`src/rtl/fwd_pkg.sv`:
```
// Shared definitions for the operand-forwarding controller: mux select
// encodings, the in-flight stage record and the default register-id width.
package fwd_pkg;

  localparam int FWD_REG_AW = 3;

  localparam logic [1:0] SEL_RF  = 2'b00;
  localparam logic [1:0] SEL_EX  = 2'b01;
  localparam logic [1:0] SEL_MEM = 2'b10;
  localparam logic [1:0] SEL_WB  = 2'b11;

  typedef struct packed {
    logic                  valid;
    logic                  we;
    logic                  is_load;
    logic [FWD_REG_AW-1:0] dst;
  } stage_t;

endpackage

```
`src/rtl/fwd_sel_ctrl_if.sv`:
```
// Decode-side bus of the forwarding controller: decode instr fields in,
// operand mux selects and load-use stall request out.
interface fwd_sel_ctrl_if #(
  parameter int REG_AW = 3
);
  logic              id_valid;
  logic              id_we;
  logic              id_is_load;
  logic [REG_AW-1:0] id_dst;
  logic [REG_AW-1:0] id_src0;
  logic [REG_AW-1:0] id_src1;
  logic              id_use0;
  logic              id_use1;
  logic [1:0]        src0_sel;
  logic [1:0]        src1_sel;
  logic              hazard_stall;

  modport master (
    output id_valid, id_we, id_is_load, id_dst, id_src0, id_src1, id_use0, id_use1,
    input  src0_sel, src1_sel, hazard_stall
  );

  modport slave (
    input  id_valid, id_we, id_is_load, id_dst, id_src0, id_src1, id_use0, id_use1,
    output src0_sel, src1_sel, hazard_stall
  );
endinterface

```
`src/rtl/fwd_src_sel.sv`:
```
// Per-operand forwarding select: compares one source id against the EX, MEM
// and WB entries and picks the youngest matching producer.
module fwd_src_sel
  import fwd_pkg::*;
(
  input  logic                  src_use,
  input  logic [FWD_REG_AW-1:0] src,
  input  stage_t                ex,
  input  stage_t                mem,
  input  stage_t                wb,
  output logic [1:0]            sel,
  output logic                  ex_load_hit
);

  logic hit_ex, hit_mem, hit_wb;

  assign hit_ex  = src_use & ex.valid  & ex.we  & (ex.dst  == src);
  assign hit_mem = src_use & mem.valid & mem.we & (mem.dst == src);
  assign hit_wb  = src_use & wb.valid  & wb.we  & (wb.dst  == src);

  // A load in EX still selects EX; the stall keeps decode from consuming it.
  assign ex_load_hit = hit_ex & ex.is_load;

  always_comb begin
    sel = SEL_RF;
    if (hit_ex)       sel = SEL_EX;
    else if (hit_mem) sel = SEL_MEM;
    else if (hit_wb)  sel = SEL_WB;
  end

endmodule

```
`src/rtl/fwd_sel_ctrl.sv`:
```
// Operand-forwarding controller: tracks EX/MEM/WB destinations, drives mux4_32
// selects and requests a stall on load-use. Optional counters: FWD_STATS_EN.
module fwd_sel_ctrl
  import fwd_pkg::*;
#(
  parameter int REG_AW = FWD_REG_AW,
  parameter int CNT_W  = 16
) (
  input  logic             clk,
  input  logic             rst,
  input  logic             stall,
  input  logic             flush,
`ifdef FWD_STATS_EN
  output logic [CNT_W-1:0] fwd_cnt,
  output logic [CNT_W-1:0] haz_cnt,
`endif
  fwd_sel_ctrl_if.slave    bus
);

  function automatic logic [CNT_W-1:0] sat_inc(input logic [CNT_W-1:0] v);
    return (&v) ? v : v + 1'b1;
  endfunction

  stage_t ex_p0, mem_p1, wb_p2;
  logic   load_hit0, load_hit1;
  logic   accept;

  fwd_src_sel u_sel0 (
    .src_use     (bus.id_use0),
    .src         (bus.id_src0),
    .ex          (ex_p0),
    .mem         (mem_p1),
    .wb          (wb_p2),
    .sel         (bus.src0_sel),
    .ex_load_hit (load_hit0)
  );

  fwd_src_sel u_sel1 (
    .src_use     (bus.id_use1),
    .src         (bus.id_src1),
    .ex          (ex_p0),
    .mem         (mem_p1),
    .wb          (wb_p2),
    .sel         (bus.src1_sel),
    .ex_load_hit (load_hit1)
  );

  assign bus.hazard_stall = bus.id_valid & (load_hit0 | load_hit1);
  assign accept           = bus.id_valid & ~bus.hazard_stall;

  // ID -> EX (p0) -> MEM (p1) -> WB (p2); only the valid bits are reset
  always_ff @(posedge clk) begin
    if (rst) begin
      ex_p0.valid  <= 1'b0;
      mem_p1.valid <= 1'b0;
      wb_p2.valid  <= 1'b0;
    end else if (flush) begin
      ex_p0.valid  <= 1'b0;
      mem_p1.valid <= 1'b0;
      if (!stall) wb_p2 <= mem_p1;
    end else if (!stall) begin
      wb_p2  <= mem_p1;
      mem_p1 <= ex_p0;
      ex_p0  <= '{valid: accept, we: bus.id_we, is_load: bus.id_is_load, dst: bus.id_dst};
    end
  end

`ifdef FWD_STATS_EN
  logic fwd_take;

  assign fwd_take = (bus.id_use0 & (bus.src0_sel != SEL_RF)) |
                    (bus.id_use1 & (bus.src1_sel != SEL_RF));

  always_ff @(posedge clk) begin
    if (rst) begin
      fwd_cnt <= '0;
      haz_cnt <= '0;
    end else begin
      if (!stall && fwd_take) fwd_cnt <= sat_inc(fwd_cnt);
      if (bus.hazard_stall)   haz_cnt <= sat_inc(haz_cnt);
    end
  end
`endif

endmodule
```
`src/flat_wrapper.sv`:
```
// flat-port wrapper written by rule: the top's interface ports become plain ports
module fwd_sel_ctrl_flat import fwd_pkg::*;
#(
  parameter int REG_AW = FWD_REG_AW,
  parameter int CNT_W  = 16
)
  (clk, rst, stall, flush, bus_id_valid, bus_id_we, bus_id_is_load, bus_id_dst, bus_id_src0, bus_id_src1, bus_id_use0, bus_id_use1, bus_src0_sel, bus_src1_sel, bus_hazard_stall);
  fwd_sel_ctrl_if #(.REG_AW(REG_AW)) bus_i ();
  input  logic clk;
  input  logic rst;
  input  logic stall;
  input  logic flush;
  input wire logic [$bits(bus_i.id_valid)-1:0] bus_id_valid;
  input wire logic [$bits(bus_i.id_we)-1:0] bus_id_we;
  input wire logic [$bits(bus_i.id_is_load)-1:0] bus_id_is_load;
  input wire logic [$bits(bus_i.id_dst)-1:0] bus_id_dst;
  input wire logic [$bits(bus_i.id_src0)-1:0] bus_id_src0;
  input wire logic [$bits(bus_i.id_src1)-1:0] bus_id_src1;
  input wire logic [$bits(bus_i.id_use0)-1:0] bus_id_use0;
  input wire logic [$bits(bus_i.id_use1)-1:0] bus_id_use1;
  output wire logic [$bits(bus_i.src0_sel)-1:0] bus_src0_sel;
  output wire logic [$bits(bus_i.src1_sel)-1:0] bus_src1_sel;
  output wire logic [$bits(bus_i.hazard_stall)-1:0] bus_hazard_stall;
  assign bus_i.id_valid = bus_id_valid;
  assign bus_i.id_we = bus_id_we;
  assign bus_i.id_is_load = bus_id_is_load;
  assign bus_i.id_dst = bus_id_dst;
  assign bus_i.id_src0 = bus_id_src0;
  assign bus_i.id_src1 = bus_id_src1;
  assign bus_i.id_use0 = bus_id_use0;
  assign bus_i.id_use1 = bus_id_use1;
  assign bus_src0_sel = bus_i.src0_sel;
  assign bus_src1_sel = bus_i.src1_sel;
  assign bus_hazard_stall = bus_i.hazard_stall;
  fwd_sel_ctrl #(.REG_AW(REG_AW), .CNT_W(CNT_W)) u_core (.clk(clk), .rst(rst), .stall(stall), .flush(flush), .bus(bus_i));
endmodule
```
`config.mk`:
```
export PLATFORM = sky130hd
export DESIGN_NAME = fwd_sel_ctrl_flat
export DESIGN_NICKNAME = d
export VERILOG_FILES = /design/src/rtl/fwd_pkg.sv /design/src/rtl/fwd_sel_ctrl_if.sv /design/src/rtl/fwd_src_sel.sv /design/src/rtl/fwd_sel_ctrl.sv /design/src/flat_wrapper.sv
export SDC_FILE = /design/constraint.sdc
export NUM_CORES = 1
export LEC_CHECK = 0
export CORE_AREA = 2 2 45 47
export DETAILED_ROUTE_END_ITERATION = 7
export DIE_AREA = 0 0 47 49
export MAX_ROUTING_LAYER = met4
export PLACE_DENSITY_LB_ADDON = 0.08
export SYNTH_ARGS = -nofsm -noshare
export SYNTH_HDL_FRONTEND = slang
export SYNTH_HIERARCHICAL = 1
export SYNTH_SLANG_ARGS = --single-unit
```
`constraint.sdc`:
```
create_clock -name clk -period 4.5 [get_ports clk]
set_input_delay 0.675 -clock clk [delete_from_list [all_inputs] [get_ports clk]]
set_output_delay 0.675 -clock clk [all_outputs]
set_load 0.02 [all_outputs]
```
# After elaboration in Yosys (flattened, before gate mapping)
# Cells that the tools add are included.
# word_totals
regBits	16
inputBits	18
out_inout_bits	5
# classes
n_eq_ne	6
n_mux	6
bitwise_logic	27
reduce_logical	3
# op_table
operator	n
AND 1 bit	22
equality test 3 bit	6
2-to-1 mux 2 bit	6
inverter 1 bit	4
AND reduction 3 bit	1
AND reduction 2 bit	1
OR reduction 2 bit	1
bitwise OR 1 bit	1

# Depth between registers and ports, before layout
# Gate-level depths: netlist of the first run.
# depth
ltp_word	8
mapped_depth	5

# Hierarchy
# Netlist of the first run, hierarchy kept.
# by_module_without_submodules
mod	n_inst	cells_each	area_per_inst_um2	seq_area_each_um2
fwd_sel_ctrl	1	29	586.8	510.5
fwd_src_sel	2	19	143.9	0.0

# Worst setup path before layout of the first run
# Ideal clock, no wire load.
# synth_path
path_kind	input to output
startpoint	input port bus_id_src0[0]
endpoint	output port bus_src0_sel[1]
arrival_time_ns	1.713
path_slack_ns	2.112
cell_stages	3
n_path_buf	0
cell_sequence	xor2_1 or4_1 a21oi_1
# synth_via
elab_chain_cells	5
# synth_rtl
element	line	source
start: declaration	flat_wrapper.sv:17	input wire logic [$bits(bus_i.id_src0)-1:0] bus_id_src0;
equality test 3 bit	fwd_src_sel.sv:19	assign hit_wb = src_use & wb.valid & wb.we & (wb.dst == src);
AND 1 bit	fwd_src_sel.sv:19	
2-to-1 mux 2 bit	fwd_src_sel.sv:28	else if (hit_wb) sel = SEL_WB;
2-to-1 mux 2 bit	fwd_src_sel.sv:27	else if (hit_mem) sel = SEL_MEM;
2-to-1 mux 2 bit *	fwd_src_sel.sv:26	if (hit_ex) sel = SEL_EX;
end: declaration	flat_wrapper.sv:21	output wire logic [$bits(bus_i.src0_sel)-1:0] bus_src0_sel;
# Every way passes the cells marked *; elsewhere a longest branch is shown, timed or not.

# Worst setup path after layout of the first run
# layout_path
startpoint	input port bus_id_src1[1]
endpoint	output port bus_hazard_stall
# layout_via
elab_chain_cells	5
# layout_rtl
element	line	source
start: declaration	flat_wrapper.sv:18	input wire logic [$bits(bus_i.id_src1)-1:0] bus_id_src1;
equality test 3 bit	fwd_src_sel.sv:17	assign hit_ex = src_use & ex.valid & ex.we & (ex.dst == src);
AND 1 bit	fwd_src_sel.sv:17	
AND 1 bit	fwd_src_sel.sv:22	assign ex_load_hit = hit_ex & ex.is_load;
named net u_core.load_hit1	fwd_sel_ctrl.sv:25	logic load_hit0, load_hit1;
bitwise OR 1 bit	fwd_sel_ctrl.sv:48	assign bus.hazard_stall = bus.id_valid & (load_hit0 | load_hit1);
AND 1 bit	fwd_sel_ctrl.sv:48	
end: declaration	flat_wrapper.sv:23	output wire logic [$bits(bus_i.hazard_stall)-1:0] bus_hazard_stall;
# The timed path passes the listed nets, and every way through them passes these cells.

==> summary by stage, run 1 <==
Worst setup path
The number of gates on the worst path with buffers counted is 6. The highest-delay cell along the critical path is clkdlybuf4s50_1. The most prevalent standard cell on the critical path is clkdlybuf4s50_1. The required time at the endpoint of the critical path is 3.83 ns. The setup check on the worst reg-to-reg path leaves a slack of 2.80 ns. The delay contributed by the slowest stage of the critical path is 0.59 ns.

Data on the critical path arrives at its endpoint at roughly 2.8 ns. The worst reg2reg path depth is 5. The kind of cell with the highest combined delay along the critical path is buffers and inverters.

STA classifies the critical path startpoint as an input pin. The signal on the critical path passes through clkdlybuf4s50_1, xor2_1, nor4_1, and2_1, o21a_1, clkdlybuf4s50_1. The nature of the critical path endpoint is an output port. Counting both buffers and inverters, the worst setup path holds a total of 2.

In this run the worst path has a maximum fanout of 3. The critical path is of the in -> out type.

Clock network
The tree is rooted in a clkbuf_4. The clock sink count is 16. In this run, post-CTS repair resized a total of 0 instances.

The clock latency of the later-clocked register in the worst-skew pair is slightly below 0.3 ns. TritonCTS built the clock tree. The number of clock buffers added by TritonCTS is 3. The number of hold buffers added after CTS was 0.

The number of buffers on the longest clock path is 2. The buffers inserted during post-CTS setup optimization is 0. The total number of H-tree levels is 1. After clock tree synthesis, the clock-pin slew on the worst setup and hold paths is 0.10 ns.

Timing
Setup slack on the critical path of the routed design comes to 1.04 ns. In this run the tightest slew margin relative to its limit is 0.222. The portion of the clock cycle consumed by the worst path in the final layout is 0.769. For the pin with the worst max-slew slack, the measured transition is 1.16 ns. Setup violations remaining at the end of the flow were counted as 0.

For the final routed database, the setup TNS stands at 0 ns. Setup repair after global routing left no endpoint under its margin. After layout, the minimum clock period comes to 3.46 ns. The setup clock skew after layout is 0.00518 ns. The fmax is between 200 and 300 MHz. The number of hold violations in the final report came to 0. The max-slew violation total from the final report is 0.

Floorplan
The placement row count is 16. Measured along the x axis, the die boundary spans 47 um. The initial utilization of the core area, before any placement, comes to 0.442. The die covers about 0.0023 mm^2.

23 I/O pins were placed. The floorplan core area is 0.00184 mm^2. The floorplan step set the die height to ~49 um.

GRT
The number of global-route vias before repair is about 530. The first global-routing pass estimated 2420 um of wire. The initial antenna violation count was 0. Summed over all layers, the global routing overflow is 0. The pin count of the biggest net entering global routing is 10. In the global route stage, overall resource usage came out at 0.154.

Detailed routing
Once detail routing completed, the nets flagged for antenna violations numbered 0. The post-detailed-route wirelength per cell is 13.4 um. The DRC violation total after the first TritonRoute iteration is 1. Summed over all layers, the routed wires come to 1570 um. The total vias in the final route is 581. In the detailed route, the total length drawn on met3 is 106 um. After detailed routing, the wire length on met1 is 769 um.

The first detailed-routing pass took 2 iterations. The detailed router used layers up to and including met4. In the routed layout, each cell is associated on average with a via count of 4.97. After detailed routing, the number of remaining DRC violations is 0. Detailed routing placed a total of 661 um of wire on met2.

Power and ir drop
The analysis attributes to cell leakage a power of 0.390 nW. Power spread over the standard cell area amounts to 271 mW/mm^2. VDD sags by at most ~0.17 mV.

Placed design
The number of port buffers is 22. The post-place setup slack is 1.03 ns. At the end of routability-driven placement, the weighted congestion stood at around 0.84.

The post-detailed-placement half-perimeter wirelength is around 1200 um.

Layout
The growth of design area from synthesis to finish is 35.0%. The total inserted antenna cells is 0. The net count reported at finish is 109.

The number of inserted filler cells in the final layout is 161. The share of layout cells above drive strength 1 is 0.0778.

Synth
The area of the mapped netlist is between 800 and 900 um^2. The post-synthesis area per instance is 12.5 um^2. For this run, the number of Yosys warnings is 6. The net count after synthesis is 83.

Synthesis handed over a netlist of 65 instances.

Hold path
Counting instances, the worst hold path has a depth of 0. In this run the worst hold path is classified as reg -> reg.

Outcome
The flow ran to the end, and the final reports show no timing, DRC or antenna violations.

Flow run
Max-cap violations in this run came to 0.
worst reg2reg max path, stage by stage, from the launching register on:
cell	delay, ns
edfxtp_1	0.46
xor2_1	0.20
nor4_1	0.10
and2_1	0.18
or4b_1	0.52
a211oi_2	0.18
metrics by stage:
stage,area [um^2],hold slack (ns),util,std cells,power [mW]
floorplan,815,0.451,-,65,0.182
global placement,1060,0.461,0.577,113,0.203
detailed placement,1060,0.470,0.577,113,0.204
global route,1100,0.506,0.597,117,0.310
finish,1100,0.495,0.597,117,0.298
CTS,1100,0.495,0.597,117,0.301
sequential cells by signal, indices dropped and copies added (netlist names):
signal	cells
u_core/ex_p0	6
u_core/mem_p1	5
u_core/wb_p2	5
area by class of cell:
type / count / area, um^2 / share of cell area
Sequential cell: 16 / 450 / 0.410
Multi-Input combinational cell: 48 / 359 / 0.327
Timing Repair Buffer: 22 / 220 / 0.200
Clock buffer: 4 / 36.3 / 0.0330
Tap cell: 27 / 33.8 / 0.0307
layer usage:
metal | global-route usage | vias to the layer above
met1 | 0.230 | 264
met4 | 0.0833 | 0
li1 | - | 294
met2 | 0.189 | 19
met5 | - | -
met3 | 0.0333 | 4
worst paths after layout:
kind / end / start
hold / removal: u_core/wb_p2[4] / u_core/mem_p1[4]
setup / recovery: bus_hazard_stall / bus_id_src1[1]
hold reg to reg: u_core/wb_p2[4] / u_core/mem_p1[4]
setup reg to reg: u_core/ex_p0[5] / u_core/ex_p0[2]
report_power, final:
group	leakage [nW]	internal (mW)	total [mW]	switching [mW]
Combinational	0.225	0.0194	0.0337	0.0143
Sequential	0.144	0.164	0.167	0.00299
Clock	0.0210	0.0493	0.0972	0.0479
Total	0.390	0.233	0.298	0.0652
placed cells by master (no fill, tap or decap):
cell              n
a211oi_2          1
a21o_1            2
a21oi_1           2
and2_1            2
clkbuf_4          3
clkbuf_8          1
clkdlybuf4s50_1  22
dfxtp_1           3
edfxtp_1         13
mux2i_1           2
nand2_1           1
nand3_1           6
nor2_1            2
nor3_1            2
nor4_1            4
o21a_1            1
or4_1             2
or4_4             2
or4b_1            1
xor2_1           18
(Power assumes the default switching activity.)
==> inputs of run 2 (changes only) <==
--- a/config.mk
+++ b/config.mk
@@ -5,9 +5,9 @@
 export SDC_FILE = /design/constraint.sdc
 export NUM_CORES = 1
 export LEC_CHECK = 0
-export CORE_AREA = 2 2 45 47
+export CORE_AREA = 2 2 49 51
 export DETAILED_ROUTE_END_ITERATION = 7
-export DIE_AREA = 0 0 47 49
+export DIE_AREA = 0 0 51 53
 export MAX_ROUTING_LAYER = met4
 export PLACE_DENSITY_LB_ADDON = 0.08
 export SYNTH_ARGS = -nofsm -noshare
==> constraint.sdc (replaced) <==
create_clock -name clk -period 3.1 [get_ports clk]
set_input_delay 0.465 -clock clk [delete_from_list [all_inputs] [get_ports clk]]
set_output_delay 0.465 -clock clk [all_outputs]
set_load 0.02 [all_outputs]
==> run 2 against run 1 <==
Against the previous run:
- die area increased by 17%
- cell count increased by 3.4%
- critical path type unchanged
- clock skew increased by 0.0031 ns
- setup slack got worse by 0.90 ns
- global-route usage decreased by 2.4 points
- count of clock-buffer cells in the layout unchanged
- utilization decreased by 7.9 points
- via count increased by 1.0%
- register-to-register slack got worse by 1.4 ns
- flip-flop and latch count unchanged
- design area increased by 1.3%
==> summary by stage, run 2 (synthesis results as in run 1) <==
Outcome
Outcome: completed (unchanged).

Timing
The post-layout minimum cycle time is a little under 3 ns. The total negative slack is 0 ns (unchanged). The portion of the clock cycle consumed by the worst path in the final layout is 0.955. The number of setup violations in the final report is 0 (unchanged). The max-slew violation total from the final report is 0 (unchanged).

The slew at the pin with the worst max-slew slack is 0.373 ns (was 1.16 ns). The worst slew margin relative to its limit is 0.749 (was 0.222). The worst hold slack is 0.487 ns (was 0.495 ns). RSZ-0062 raised after global routing: false (unchanged). The number of hold violations in the final report is 0 (unchanged).

Timing would allow up to roughly 340 MHz. The setup clock skew after layout is 0.00828 ns (was 0.00518 ns).

Clock network
The number of buffers on the longest clock path is 2 (unchanged). The TritonCTS clock tree is built (unchanged). The clock sink count is 16 (unchanged). The cell chosen for the clock root is clkbuf_4 (unchanged). The buffers inserted during post-CTS setup optimization is 0 (unchanged).

The clock latency of the later-clocked register in the worst-skew pair is 0.28 ns (was 0.29 ns). The clock buffer count from CTS came to 3 (unchanged). The clock-pin slew on the worst setup and hold paths is 0.08 ns (was 0.10 ns).

The total of hold buffers inserted after clock tree synthesis is 0 (unchanged). The total number of H-tree levels came to 1 (unchanged). The post-cts resize count is 0 (unchanged).

Layout
The net count reported at finish is 112 (was 109). The total inserted antenna cells is 0 (unchanged). The register with the most flip-flops was u_core/ex_p0 (unchanged). The number of inserted filler cells in the final layout is 199 (was 161).

The share of layout cells above drive strength 1 is 0.0968 (was 0.0778). Leading cell types in the layout, fill and taps excluded: clkdlybuf4s50_1, xor2_1, edfxtp_1 (unchanged). The flip-flop count of the largest register, all copies and words added is 6 (unchanged). The growth of design area from synthesis to finish is 36.7% (was 35.0%). The most common cell after layout, fill and taps aside is clkdlybuf4s50_1 (unchanged). Largest registers ranked by flip-flop count: u_core/ex_p0 (6), u_core/mem_p1 (5), u_core/wb_p2 (5) (unchanged).

Floorplan
The floorplan core area is 0.00215 mm^2 (was 0.00184 mm^2). The die width is 51 um (was 47 um). The placement row count is 17 (was 16).

The height of the die is 53 um (was 49 um). The starting utilization of the core area is 0.379 (was 0.442). The area enclosed by the die boundary is 0.00270 mm^2 (was 0.00230 mm^2). The number of top-level pins was 23 (unchanged).

Placed design
The post-detailed-placement half-perimeter wirelength is 1280 um (was 1230 um). The routability congestion estimate is 0.749 (was 0.842). The number of port buffers is 22 (unchanged).

Worst setup path
The most prevalent standard cell on the critical path is clkdlybuf4s50_1 (unchanged). The highest-delay cell along the critical path was clkdlybuf4s50_1 (unchanged). The path type of the worst setup path is in -> out (unchanged). The cell family with the largest share of critical-path delay is buffers and inverters (unchanged). The arrival time at the worst endpoint came to 2.50 ns (was 2.78 ns). The delay contributed by the slowest stage of the critical path is 0.62 ns (was 0.59 ns). The worst-path maximum fanout is 3 (unchanged). The nature of the critical path startpoint was an input pin (unchanged). Chain of cells forming the critical path: clkdlybuf4s50_1, xor2_1, or4_1, a21oi_1, clkdlybuf4s50_1 (was clkdlybuf4s50_1, xor2_1, nor4_1, and2_1, o21a_1, clkdlybuf4s50_1). The buffering stage count on the worst path with inverters included was 2 (unchanged). The nature of the critical path endpoint is an output port (unchanged).

The required time at the endpoint of the critical path was 2.63 ns (was 3.83 ns).

Detailed routing
The total DRC errors in the routed layout is 0 (unchanged). The DRC violation total after the first TritonRoute iteration is 12 (was 1). The mean number of vias per cell is 4.85 (was 4.97).

The final wirelength was 1540 um (was 1570 um). The post-detailed-route wirelength per cell came to 12.7 um (was 13.4 um). The number of iterations in the first detailed-routing pass came to 4 (was 2). The number of nets still failing antenna checks after routing came to 0 (unchanged). The total vias in the final route was 587 (was 581).

Hold path
The worst hold-check path type was reg -> reg (unchanged).

Power and ir drop
The static leakage power is 0.400 nW (was 0.390 nW). The worst voltage drop across the vdd grid is 0.220 mV (was 0.173 mV). The areal power density over the cells is 361 mW/mm^2 (was 271 mW/mm^2).

Flow run
The max-cap check violation count is 0 (unchanged).

GRT
The residual overflow from global routing is 0 (unchanged). The pin count of the biggest net entering global routing is 10 (unchanged). The number of global-route vias before repair is 585 (was 532). The initial antenna violation count came to 0 (unchanged). The overall fraction of global-route tracks in use is 0.130 (was 0.154). The wire length of the first global-routing pass is 2440 um (was 2420 um).
==> run 2: layout make-up <==
class / count / area (um^2) / share of cell area
multi-input combinational: 48 / 359 / 0.322
clock buffer: 4 / 26.3 / 0.0236
timing repair buffer: 25 / 243 / 0.218
tap: 28 / 35.0 / 0.0315
sequential: 16 / 450 / 0.404
==> run 2: per-stage QoR <==
| step | instances | power, mW | util | setup slack (ns) | cell area (um^2) |
|---|---|---|---|---|---|
| after floorplan | 65 | 0.264 | - | 1.13 | 815 |
| after global placement | 117 | 0.296 | 0.506 | 0.167 | 1090 |
| after detailed placement | 117 | 0.296 | 0.506 | 0.111 | 1090 |
| after CTS | 121 | 0.410 | 0.518 | 0.110 | 1110 |
| after global routing | 121 | 0.423 | 0.518 | 0.0416 | 1110 |
| final | 121 | 0.402 | 0.518 | 0.138 | 1110 |
==> run 2: worst paths after layout <==
kind | start | to | slack (ns) | depth (start not counted)
max reg2reg | u_core/ex_p0[1] | u_core/ex_p0[5] | 1.42 | 5
min reg2reg | u_core/mem_p1[4] | u_core/wb_p2[4] | 0.49 | 0
max | bus_id_src0[0] | bus_src0_sel[1] | 0.14 | 5
min | u_core/mem_p1[4] | u_core/wb_p2[4] | 0.49 | 0
==> run 2: power by group <==
| group | switching [mW] | total, mW | internal, mW |
|---|---|---|---|
| Combinational | 0.0201 | 0.0489 | 0.0288 |
| Clock | 0.0609 | 0.111 | 0.0499 |
| Sequential | 0.00419 | 0.242 | 0.238 |
==> run 2: layer usage <==
layer	global-route usage	wire [um]	vias to the layer above
met3	0.0282	88	2
met2	0.232	751	17
met1	0.140	679	268
met4	0.0541	19	0
li1	-	-	300
met5	-	0	-
